**config.mk**
```make
export PLATFORM = sky130hd
export DESIGN_NAME = vn_mem_arbiter
export DESIGN_NICKNAME = d
export VERILOG_FILES = /design/src/rtl/vn_mem_arbiter.sv
export SDC_FILE = /design/constraint.sdc
export NUM_CORES = 1
export LEC_CHECK = 0
export ABC_AREA = 1
export CAP_MARGIN = 5
export CORE_UTILIZATION = 35
export DETAILED_ROUTE_END_ITERATION = 10
export MAX_ROUTING_LAYER = met4
export PLACE_DENSITY = 0.62
export SLEW_MARGIN = 30
export SYNTH_ARGS = -nofsm -noshare
export SYNTH_HDL_FRONTEND = slang
export SYNTH_SLANG_ARGS = --single-unit
```
**constraint.sdc**
```tcl
create_clock -name clk -period 11.5 [get_ports clk]
set_clock_uncertainty 0.2 [all_clocks]
set_input_delay 1.725 -clock clk [delete_from_list [all_inputs] [get_ports clk]]
set_output_delay 1.725 -clock clk [all_outputs]
set_load 0.02 [all_outputs]
```
**src/rtl/vn_mem_arbiter.sv**
```systemverilog
// vn_mem_arbiter: shares one byte-addressed RAM between the fetch port and the load/store port (build option MEM_ALIGN_CHECK_EN).
// Latency: a request granted at edge k uses the RAM in cycle k+1 and gets its rsp_valid pulse in cycle k+2. One access per 3 cycles.
// Backpressure: requesters hold req until rsp_valid. The losing port stays pending. Requests seen in DONE are ignored.
module vn_mem_arbiter #(
  parameter logic [31:0] START_ADDRESS = 32'd0,
  parameter logic [31:0] STOP_ADDRESS  = 32'd1023
) (
  input  logic        clk,
  input  logic        resetn,
  input  logic        if_req,
  input  logic [31:0] if_addr,
  output logic        if_rsp_valid,
  output logic [31:0] if_rdata,
  output logic        if_err,
  input  logic        d_req,
  input  logic        d_we,
  input  logic [31:0] d_addr,
  input  logic [31:0] d_wdata,
  input  logic [1:0]  d_mode,
  input  logic        d_unsigned,
  output logic        d_rsp_valid,
  output logic [31:0] d_rdata,
  output logic        d_err,
  output logic [31:0] mem_wr_addr,
  output logic        mem_wr_en,
  output logic [31:0] mem_wr_data,
  output logic [1:0]  mem_wr_mode,
  output logic [31:0] mem_rd_addr,
  output logic        mem_rd_en,
  output logic [1:0]  mem_rd_mode,
  input  logic [31:0] mem_rd_data
);

  typedef enum logic [1:0] {IDLE, ACCESS, DONE} state_t;
  typedef enum logic {PORT_FETCH, PORT_DATA} port_t;

  state_t      state;
  port_t       rr_last;
  port_t       win_q;
  logic        we_q;
  logic [1:0]  code_q;
  logic        uns_q;
  logic        ok_q;

  port_t       win_c;
  logic [31:0] sel_addr;
  logic [31:0] sel_wdata;
  logic        sel_we;
  logic [1:0]  sel_code;
  logic        sel_uns;
  logic [2:0]  size_c;
  logic [32:0] end_c;
  logic        ok_c;

  // Extend a sub-word load from the low bits of the RAM word.
  function automatic logic [31:0] extend(input logic [31:0] raw, input logic [1:0] code, input logic uns);
    logic [31:0] r;
    case (code)
      2'b00:   r = uns ? {24'd0, raw[7:0]}  : {{24{raw[7]}}, raw[7:0]};
      2'b01:   r = uns ? {16'd0, raw[15:0]} : {{16{raw[15]}}, raw[15:0]};
      default: r = raw;
    endcase
    return r;
  endfunction

  // Pick the winner (round robin on ties) and qualify its request.
  // The range check runs in 33 bits so an access cannot wrap past the top of the address space.
  always_comb begin
    win_c = PORT_FETCH;
    if (if_req && d_req) begin
      win_c = (rr_last == PORT_DATA) ? PORT_FETCH : PORT_DATA;
    end else if (d_req) begin
      win_c = PORT_DATA;
    end
    sel_addr  = if_addr;
    sel_wdata = 32'd0;
    sel_we    = 1'b0;
    sel_code  = 2'b11;
    sel_uns   = 1'b0;
    if (win_c == PORT_DATA) begin
      sel_addr  = d_addr;
      sel_wdata = d_wdata;
      sel_we    = d_we;
      sel_uns   = d_unsigned;
      case (d_mode)
        2'b00:   sel_code = 2'b00;
        2'b01:   sel_code = 2'b01;
        default: sel_code = 2'b11;
      endcase
    end
    case (sel_code)
      2'b00:   size_c = 3'd1;
      2'b01:   size_c = 3'd2;
      default: size_c = 3'd4;
    endcase
    end_c = {1'b0, sel_addr} + {30'd0, size_c} - 33'd1;
    ok_c  = (({1'b0, sel_addr} + 33'd1) > {1'b0, START_ADDRESS}) &&
            (end_c <= {1'b0, STOP_ADDRESS});
`ifdef MEM_ALIGN_CHECK_EN
    if ((sel_code == 2'b01 && sel_addr[0]) || (sel_code == 2'b11 && sel_addr[1:0] != 2'b00)) begin
      ok_c = 1'b0;
    end
`endif
  end

  // Sequencer: grant and latch in IDLE, drive the RAM in ACCESS, pulse the winner's response in DONE.
  always_ff @(posedge clk or negedge resetn) begin
    if (!resetn) begin
      state        <= IDLE;
      rr_last      <= PORT_DATA;
      win_q        <= PORT_FETCH;
      we_q         <= 1'b0;
      code_q       <= 2'b00;
      uns_q        <= 1'b0;
      ok_q         <= 1'b0;
      if_rsp_valid <= 1'b0;
      if_rdata     <= 32'd0;
      if_err       <= 1'b0;
      d_rsp_valid  <= 1'b0;
      d_rdata      <= 32'd0;
      d_err        <= 1'b0;
      mem_wr_addr  <= 32'd0;
      mem_wr_en    <= 1'b0;
      mem_wr_data  <= 32'd0;
      mem_wr_mode  <= 2'b00;
      mem_rd_addr  <= 32'd0;
      mem_rd_en    <= 1'b0;
      mem_rd_mode  <= 2'b00;
    end else begin
      case (state)
        IDLE: begin
          if (if_req || d_req) begin
            state   <= ACCESS;
            rr_last <= win_c;
            win_q   <= win_c;
            we_q    <= sel_we;
            code_q  <= sel_code;
            uns_q   <= sel_uns;
            ok_q    <= ok_c;
            if (ok_c && sel_we) begin
              mem_wr_en   <= 1'b1;
              mem_wr_addr <= sel_addr;
              mem_wr_data <= sel_wdata;
              mem_wr_mode <= sel_code;
            end
            if (ok_c && !sel_we) begin
              mem_rd_en   <= 1'b1;
              mem_rd_addr <= sel_addr;
              mem_rd_mode <= sel_code;
            end
          end
        end
        ACCESS: begin
          state       <= DONE;
          mem_wr_addr <= 32'd0;
          mem_wr_en   <= 1'b0;
          mem_wr_data <= 32'd0;
          mem_wr_mode <= 2'b00;
          mem_rd_addr <= 32'd0;
          mem_rd_en   <= 1'b0;
          mem_rd_mode <= 2'b00;
          if (win_q == PORT_FETCH) begin
            if_rsp_valid <= 1'b1;
            if_err       <= !ok_q;
            if_rdata     <= ok_q ? mem_rd_data : 32'd0;
          end else begin
            d_rsp_valid <= 1'b1;
            d_err       <= !ok_q;
            d_rdata     <= (ok_q && !we_q) ? extend(mem_rd_data, code_q, uns_q) : 32'd0;
          end
        end
        DONE: begin
          state        <= IDLE;
          if_rsp_valid <= 1'b0;
          d_rsp_valid  <= 1'b0;
        end
        default: state <= IDLE;
      endcase
    end
  end

endmodule
```
---- Word-level counts from Yosys, hierarchy flattened ----
Index checks and enable logic that the tools add are counted.
storage, ports and cells
  flip-flop bits (word level) ............. 179
  latch bits .............................. 0
  memory bits (writable) .................. 0
  memory bits (read-only) ................. 0
  bits of input ports ..................... 136
  output and inout bits ................... 170
  logic and storage cells ................. 100
  memories ................................ 0
cells by class
  $add $sub $neg .......................... 3
  multiply operators ...................... 0
  divide/modulo/power cells ............... 0
  $lt $le $gt $ge ......................... 2
  eq/ne operators ......................... 10
  shifts and indexed selects .............. 0
  multiplexer cells ....................... 42
  bitwise logic cells ..................... 1
  reduce and logical (&&, ||, !) cells .... 22
operators by type and width
  cell                                                               number
  2-to-1 mux 32 bit                                                  12
  case mux 32 bit (2 select lines)                                   4
  adder 32 x 1 -> 33 bit (second input constant)                     1
  adder 32 x 3 -> 33 bit                                             1
  > comparator 33 x 1 -> 1 bit (second input constant)               1
  less-or-equal comparator 33 x 10 -> 1 bit (second input constant)  1
  subtractor 33 x 1 -> 33 bit (second input constant)                1
  case mux 2 bit (2 select lines)                                    4
  2-to-1 mux 2 bit                                                   6
  2-to-1 mux 1 bit                                                   11
  != test 2 bit (second input constant)                              5
  AND reduction 2 bit                                                5
  == test 2 x 1 -> 1 bit (second input constant)                     4
  logical NOT 2 bit                                                  4
  case mux 1 bit (2 select lines)                                    4
  case mux 3 bit (2 select lines)                                    1
  AND reduction 3 bit                                                2
  logical AND 1 bit                                                  5
  nonzero test 2 bit                                                 2
  logical NOT 1 bit                                                  3
  == test 2 bit (second input constant)                              1
  logical OR 1 bit                                                   1
  inverter 1 bit                                                     1

---- Longest topological paths before layout ----
  depth after elaboration ................. 13
  gate-level depth with buffers ........... 37
  depth with buffers taken out ............ 32

---- Worst setup path after synthesis ----
OpenSTA, ideal clock, no wires.
  path type ............................... input to register
  from .................................... in if_req
  to ...................................... reg mem_rd_addr[10]
  setup time .............................. 0.117 ns
  data arrival time ....................... 5.149 ns
  data required time ...................... 11.183 ns
  path slack .............................. 6.034 ns
  cell stages on the path ................. 35
  buffers on the path ..................... 4
  cell sequence ........................... nand2_4 -> nand2_2 -> buf_6 -> buf_6 -> buf_2 -> nor2_1 -> inv_1 -> nor2_1 -> inv_1 -> ha_1 -> inv_1 -> ha_1 -> inv_1 -> fa_1 -> inv_1 -> nand2_1 -> nand2_1 -> nand2_1 -> nand2_1 -> nand3_1 -> nand2_1 -> nand2_1 -> nand2_1 -> nand2_1 -> nor2_1 -> nand2_1 -> nor2_1 -> nand3_1 -> nor3_2 -> nand3_1 -> nand2_2 -> nand2_2 -> buf_6 -> nand2_1 -> nand2_1
between the ends
  word-level cells in the longest chain between the ends .. 12
  elaborated cells between the ends (all ways) .. 23
  classes of those cells .................. add/sub (3); order compare (2); eq/ne (3); mux (8); reduce/logical (7)
RTL lines
  element                                                             RTL line  RTL
  start, declared                                                     10        input logic if_req,
  logical AND 1 bit                                                   70        if (if_req && d_req) begin
  2-to-1 mux 1 bit                                                    70
  2-to-1 mux 2 bit                                                    80        if (win_c == PORT_DATA) begin
  == test 2 x 1 -> 1 bit / logical NOT 2 bit (equally long branches)  91        case (sel_code)
  case mux 3 bit (2 select lines)                                     91
  adder 32 x 3 -> 33 bit                                              96        end_c = {1'b0, sel_addr} + {30'd0, size_c} - 33'd1;
  subtractor 33 x 1 -> 33 bit                                         96
  less-or-equal comparator 33 x 10 -> 1 bit                           98        (end_c <= {1'b0, STOP_ADDRESS});
  logical AND 1 bit                                                   97        ok_c = (({1'b0, sel_addr} + 33'd1) > {1'b0, START_ADDRESS}) &&
  logical AND 1 bit                                                   146       if (ok_c && !sel_we) begin
  != test 2 bit (no line)                                             -
  AND reduction 3 bit (no line)                                       -
  end signal, assigned                                                148       mem_rd_addr <= sel_addr;
  end, declared                                                       28        output logic [31:0] mem_rd_addr,
Several ways; a longest one is shown, not always the timed one. The select of a mux whose other input is x is not followed.
A chain may end at the register's enable or synchronous reset.

---- Final worst setup path ----
  from .................................... in d_req
  to ...................................... reg mem_rd_addr[10]
between the ends
  word-level cells in the longest chain between the ends .. 12
  elaborated cells between the ends (all ways) .. 24
  classes of those cells .................. add/sub (3); order compare (2); eq/ne (3); mux (9); reduce/logical (7)
RTL lines
  element                                                             RTL line  RTL
  start, declared                                                     15        input logic d_req,
  2-to-1 mux 1 bit / logical AND 1 bit (equally long branches)        72, 70
  2-to-1 mux 1 bit                                                    70
  2-to-1 mux 2 bit                                                    80
  == test 2 x 1 -> 1 bit / logical NOT 2 bit (equally long branches)  91
  case mux 3 bit (2 select lines)                                     91
  adder 32 x 3 -> 33 bit                                              96
  subtractor 33 x 1 -> 33 bit                                         96
  less-or-equal comparator 33 x 10 -> 1 bit                           98
  logical AND 1 bit                                                   97
  logical AND 1 bit                                                   146
  != test 2 bit (no line)                                             -
  AND reduction 3 bit (no line)                                       -
Several ways; a longest one is shown, not always the timed one. The select of a mux whose other input is x is not followed.

==> reports/qor.txt <==
GRT Total Usage -> 0.2629
Post-DP HPWL -> 32900 µm
post-route setup slack -> 3.466 ns
Rel. slew slack -> 0.4255
asr flop ratio synth -> 1.000
hold path depth -> 2
Hold EP -> mem_rd_addr[29]
First-pass DRT Iterations -> 7
CP dominant cell by count -> nand2_1
r2r startpoint -> rr_last
Hold Vio Cnt, Final -> 0
Synth top area share -> 0.3965
Critical Path RT -> 11.61 ns
Slowest-stage cell, CP -> nand2_2
library cells used by synthesis -> 37
Chip Width -> 181.2 µm
Synth area leader -> dfrtp_1
Yosys reg bits -> 179
Synth area leaders -> dfrtp_1, nand2_1, nand3_1, ha_1, inv_1
die area -> 0.03282 mm²
TritonCTS clock tree -> done
minimum clock period -> 8.034 ns
Crit. End Element -> flip-flop
total global routing overflow -> 0
critical-path cell list -> clkdlybuf4s50_1 > nand2_2 > inv_2 > or2_2 > o21ai_1 > inv_1 > ha_1 > nand2_1 > inv_1 > a21oi_1 > nand2_1 > a21oi_1 > nand2_1 > nand2_1 > nand3_1 > nor2_1 > nand3_1 > nor3_2 > nand3_1 > nand2_2 > nand2_2 > nand2_1 > nand2_1
crit path from -> d_req
P per Cell Area -> 198.5 mW/mm²
CORE AREA -> 0.03156 mm²
number of synthesized flops with an enable pin -> 0
Remaining DRCs -> 0
Setup crit start kind -> primary input
kind of critical path -> in2reg
Peak VDD IR -> 140.4 µV
nets@finish -> 2045
Root Driver -> clkbuf_16
Detail Route Antenna Nets -> 0
Worst R2R End -> mem_rd_addr[10]
Final Cell Area -> 0.01518 mm²
Synth Cell Area -> 0.01123 mm²
Placed Cells incl. Taps -> 2231
initial DRC count -> 745
Die Y -> 181.2 µm
Worst-Skew Late Latency -> 0.42 ns
I/O Buffers -> 305
top_reg_cell synth -> dfrtp_1
pin count of the biggest net entering global routing -> 102
placed cell areas -> 0.01459 mm²
I/O pin total -> 306
Routed WL -> 41910 µm
R2R Setup Slk -> 4.77 ns
# hold bufs at CTS -> 0
Clock transition at path regs -> 0.07 ns
setup TNS -> 0 ns
CTS Buffer Depth -> 2
Post-CTS Setup Bufs -> 0
Max FO, Critical Path -> 38
worst r2r path cells -> 23
cell types with the highest counts after synthesis -> nand2_1, dfrtp_1, inv_1, nand3_1, nor2_1
RSZ-0062 raised after global routing -> no
vias in the first global route -> 11260
fmax -> 0.1245 GHz
Final Wtd Congestion -> 0.9401
Slew Limit Fails -> 0
Net Count, Synth -> 1768
most common cell in the netlist -> nand2_1
CTS buffer count -> 17
num rows -> 65
total power -> 3.014 mW
Largest stage delay, worst path -> 0.73 ns
status -> complete, no violations
WP data arrival -> 8.15 ns
# resized after CTS -> 0
Vias -> 11490
Final period util -> 0.6986
fillers -> 3144
final setup fails -> 0
Initial Utilization -> 0.3560
area grow syn2layout -> 35.18%
Worst Hold Class -> reg2reg
Syn Area/Cell -> 7.146 µm²
Pleak -> 7.555 nW
pre-CTS setup slack -> 3.123 ns
sequential area share after synthesis -> 0.3989
Non-Filler Instances -> 2263
H-Tree Depth -> 4
Hold Path Origin -> mem_rd_addr[29]
number of diodes -> 0
Worst-Margin Slew -> 0.8587 ns
initial antenna violation count -> 0
post-DR vias/cell -> 5.077
first-pass GRT wire length -> 64860 µm
yosys warns -> 0
clock sink count -> 179
DR WL/cell -> 18.52 µm
share of cells above drive strength 1 -> 0.05750
max cap viols -> 0
Gate Count Post-Synth -> 1572
per-layer routing:
layer  GRT usage  vias to the layer above  wire length, µm
li1            -                     5624                -
met4      0.1041                        0             1493
met2      0.4380                      385            20420
met1      0.3166                     5409            17690
met5           -                        -                0
met3     0.04314                       72             2313
registers in the layout (all words and copies together), names as in the netlist, 2 cells and up:
register,cells
d_rdata,32
if_rdata,32
mem_rd_addr,32
mem_wr_addr,32
mem_wr_data,32
code_q,2
mem_rd_mode,2
mem_wr_mode,2
state,2
through the flow:
stage	util	hold slack, ns
finish	0.4812	0.2691
global route	0.4812	0.2814
CTS	0.4807	0.2734
detailed placement	0.4624	0.2574
global placement	0.4617	0.2526
floorplan	-	0.2396
kinds of logic after synthesis:
logic type	count (synthesis)	synth area share
buf+inv	229	0.08487
simple gates	940	0.3637
compound gates	163	0.08432
xor+xnor	1	0.0007798
flops	179	0.3989
fa+ha+maj	60	0.06750
cell usage in the layout, fill, tap and decap left out, drive strengths merged:
master / synthesis / final
clkdlybuf4s50: 0 / 304
nand4: 55 / 55
buf: 27 / 9
inv: 166 / 171
xor2: 1 / 1
nor3: 15 / 15
and2: 2 / 2
nand3: 154 / 154
clkbuf: 29 / 19
nand2: 540 / 540
nor4: 2 / 2
a21oi: 38 / 38
clkinv: 7 / 9
fa: 1 / 1
ha: 59 / 59
nor2: 140 / 140
a22o: 23 / 23
o21ai: 93 / 93
dfstp: 1 / 1
or2: 25 / 25
dfrtp: 178 / 178
o21a: 3 / 3
bufinv: 0 / 2
clkinvlp: 0 / 4
nand3b: 7 / 7
o21bai: 6 / 6
worst max-delay path by stage:
stage / end / slack [ns] / depth (start not counted)
after floorplan: mem_rd_addr[10] / 6.03 / 35
after global placement: mem_rd_addr[11] / 3.18 / 23
after detailed placement: mem_rd_addr[10] / 3.12 / 23
after CTS: mem_rd_addr[24] / 3.56 / 23
after global routing: mem_rd_addr[28] / 3.01 / 23
final: mem_rd_addr[10] / 3.47 / 23
critical path, delay by kind of cell:
kind,cells,cell delay [ns]
buf+inv,4,1.34
fa+ha+maj,1,0.43
compound gates,3,0.95
simple gates,15,3.64
cell type report:
cell class / instances / area [µm²] / area share
Timing Repair Buffer: 314 / 3136 / 0.2065
Tap cell: 402 / 503.0 / 0.03312
Inverter: 173 / 651.9 / 0.04293
Sequential cell: 179 / 4481 / 0.2951
Multi-Input combinational cell: 1164 / 5834 / 0.3842
Clock inverter: 13 / 150.1 / 0.009888
Clock buffer: 18 / 429.2 / 0.02826
power by group:
part / internal, mW / total (mW) / switching, mW
clock network: 0.323 / 0.575 / 0.252
registers: 0.770 / 0.862 / 0.0923
logic: 0.535 / 1.58 / 1.04
total: 1.63 / 3.01 / 1.39
Note: power is estimated with default switching activity, not from simulation.
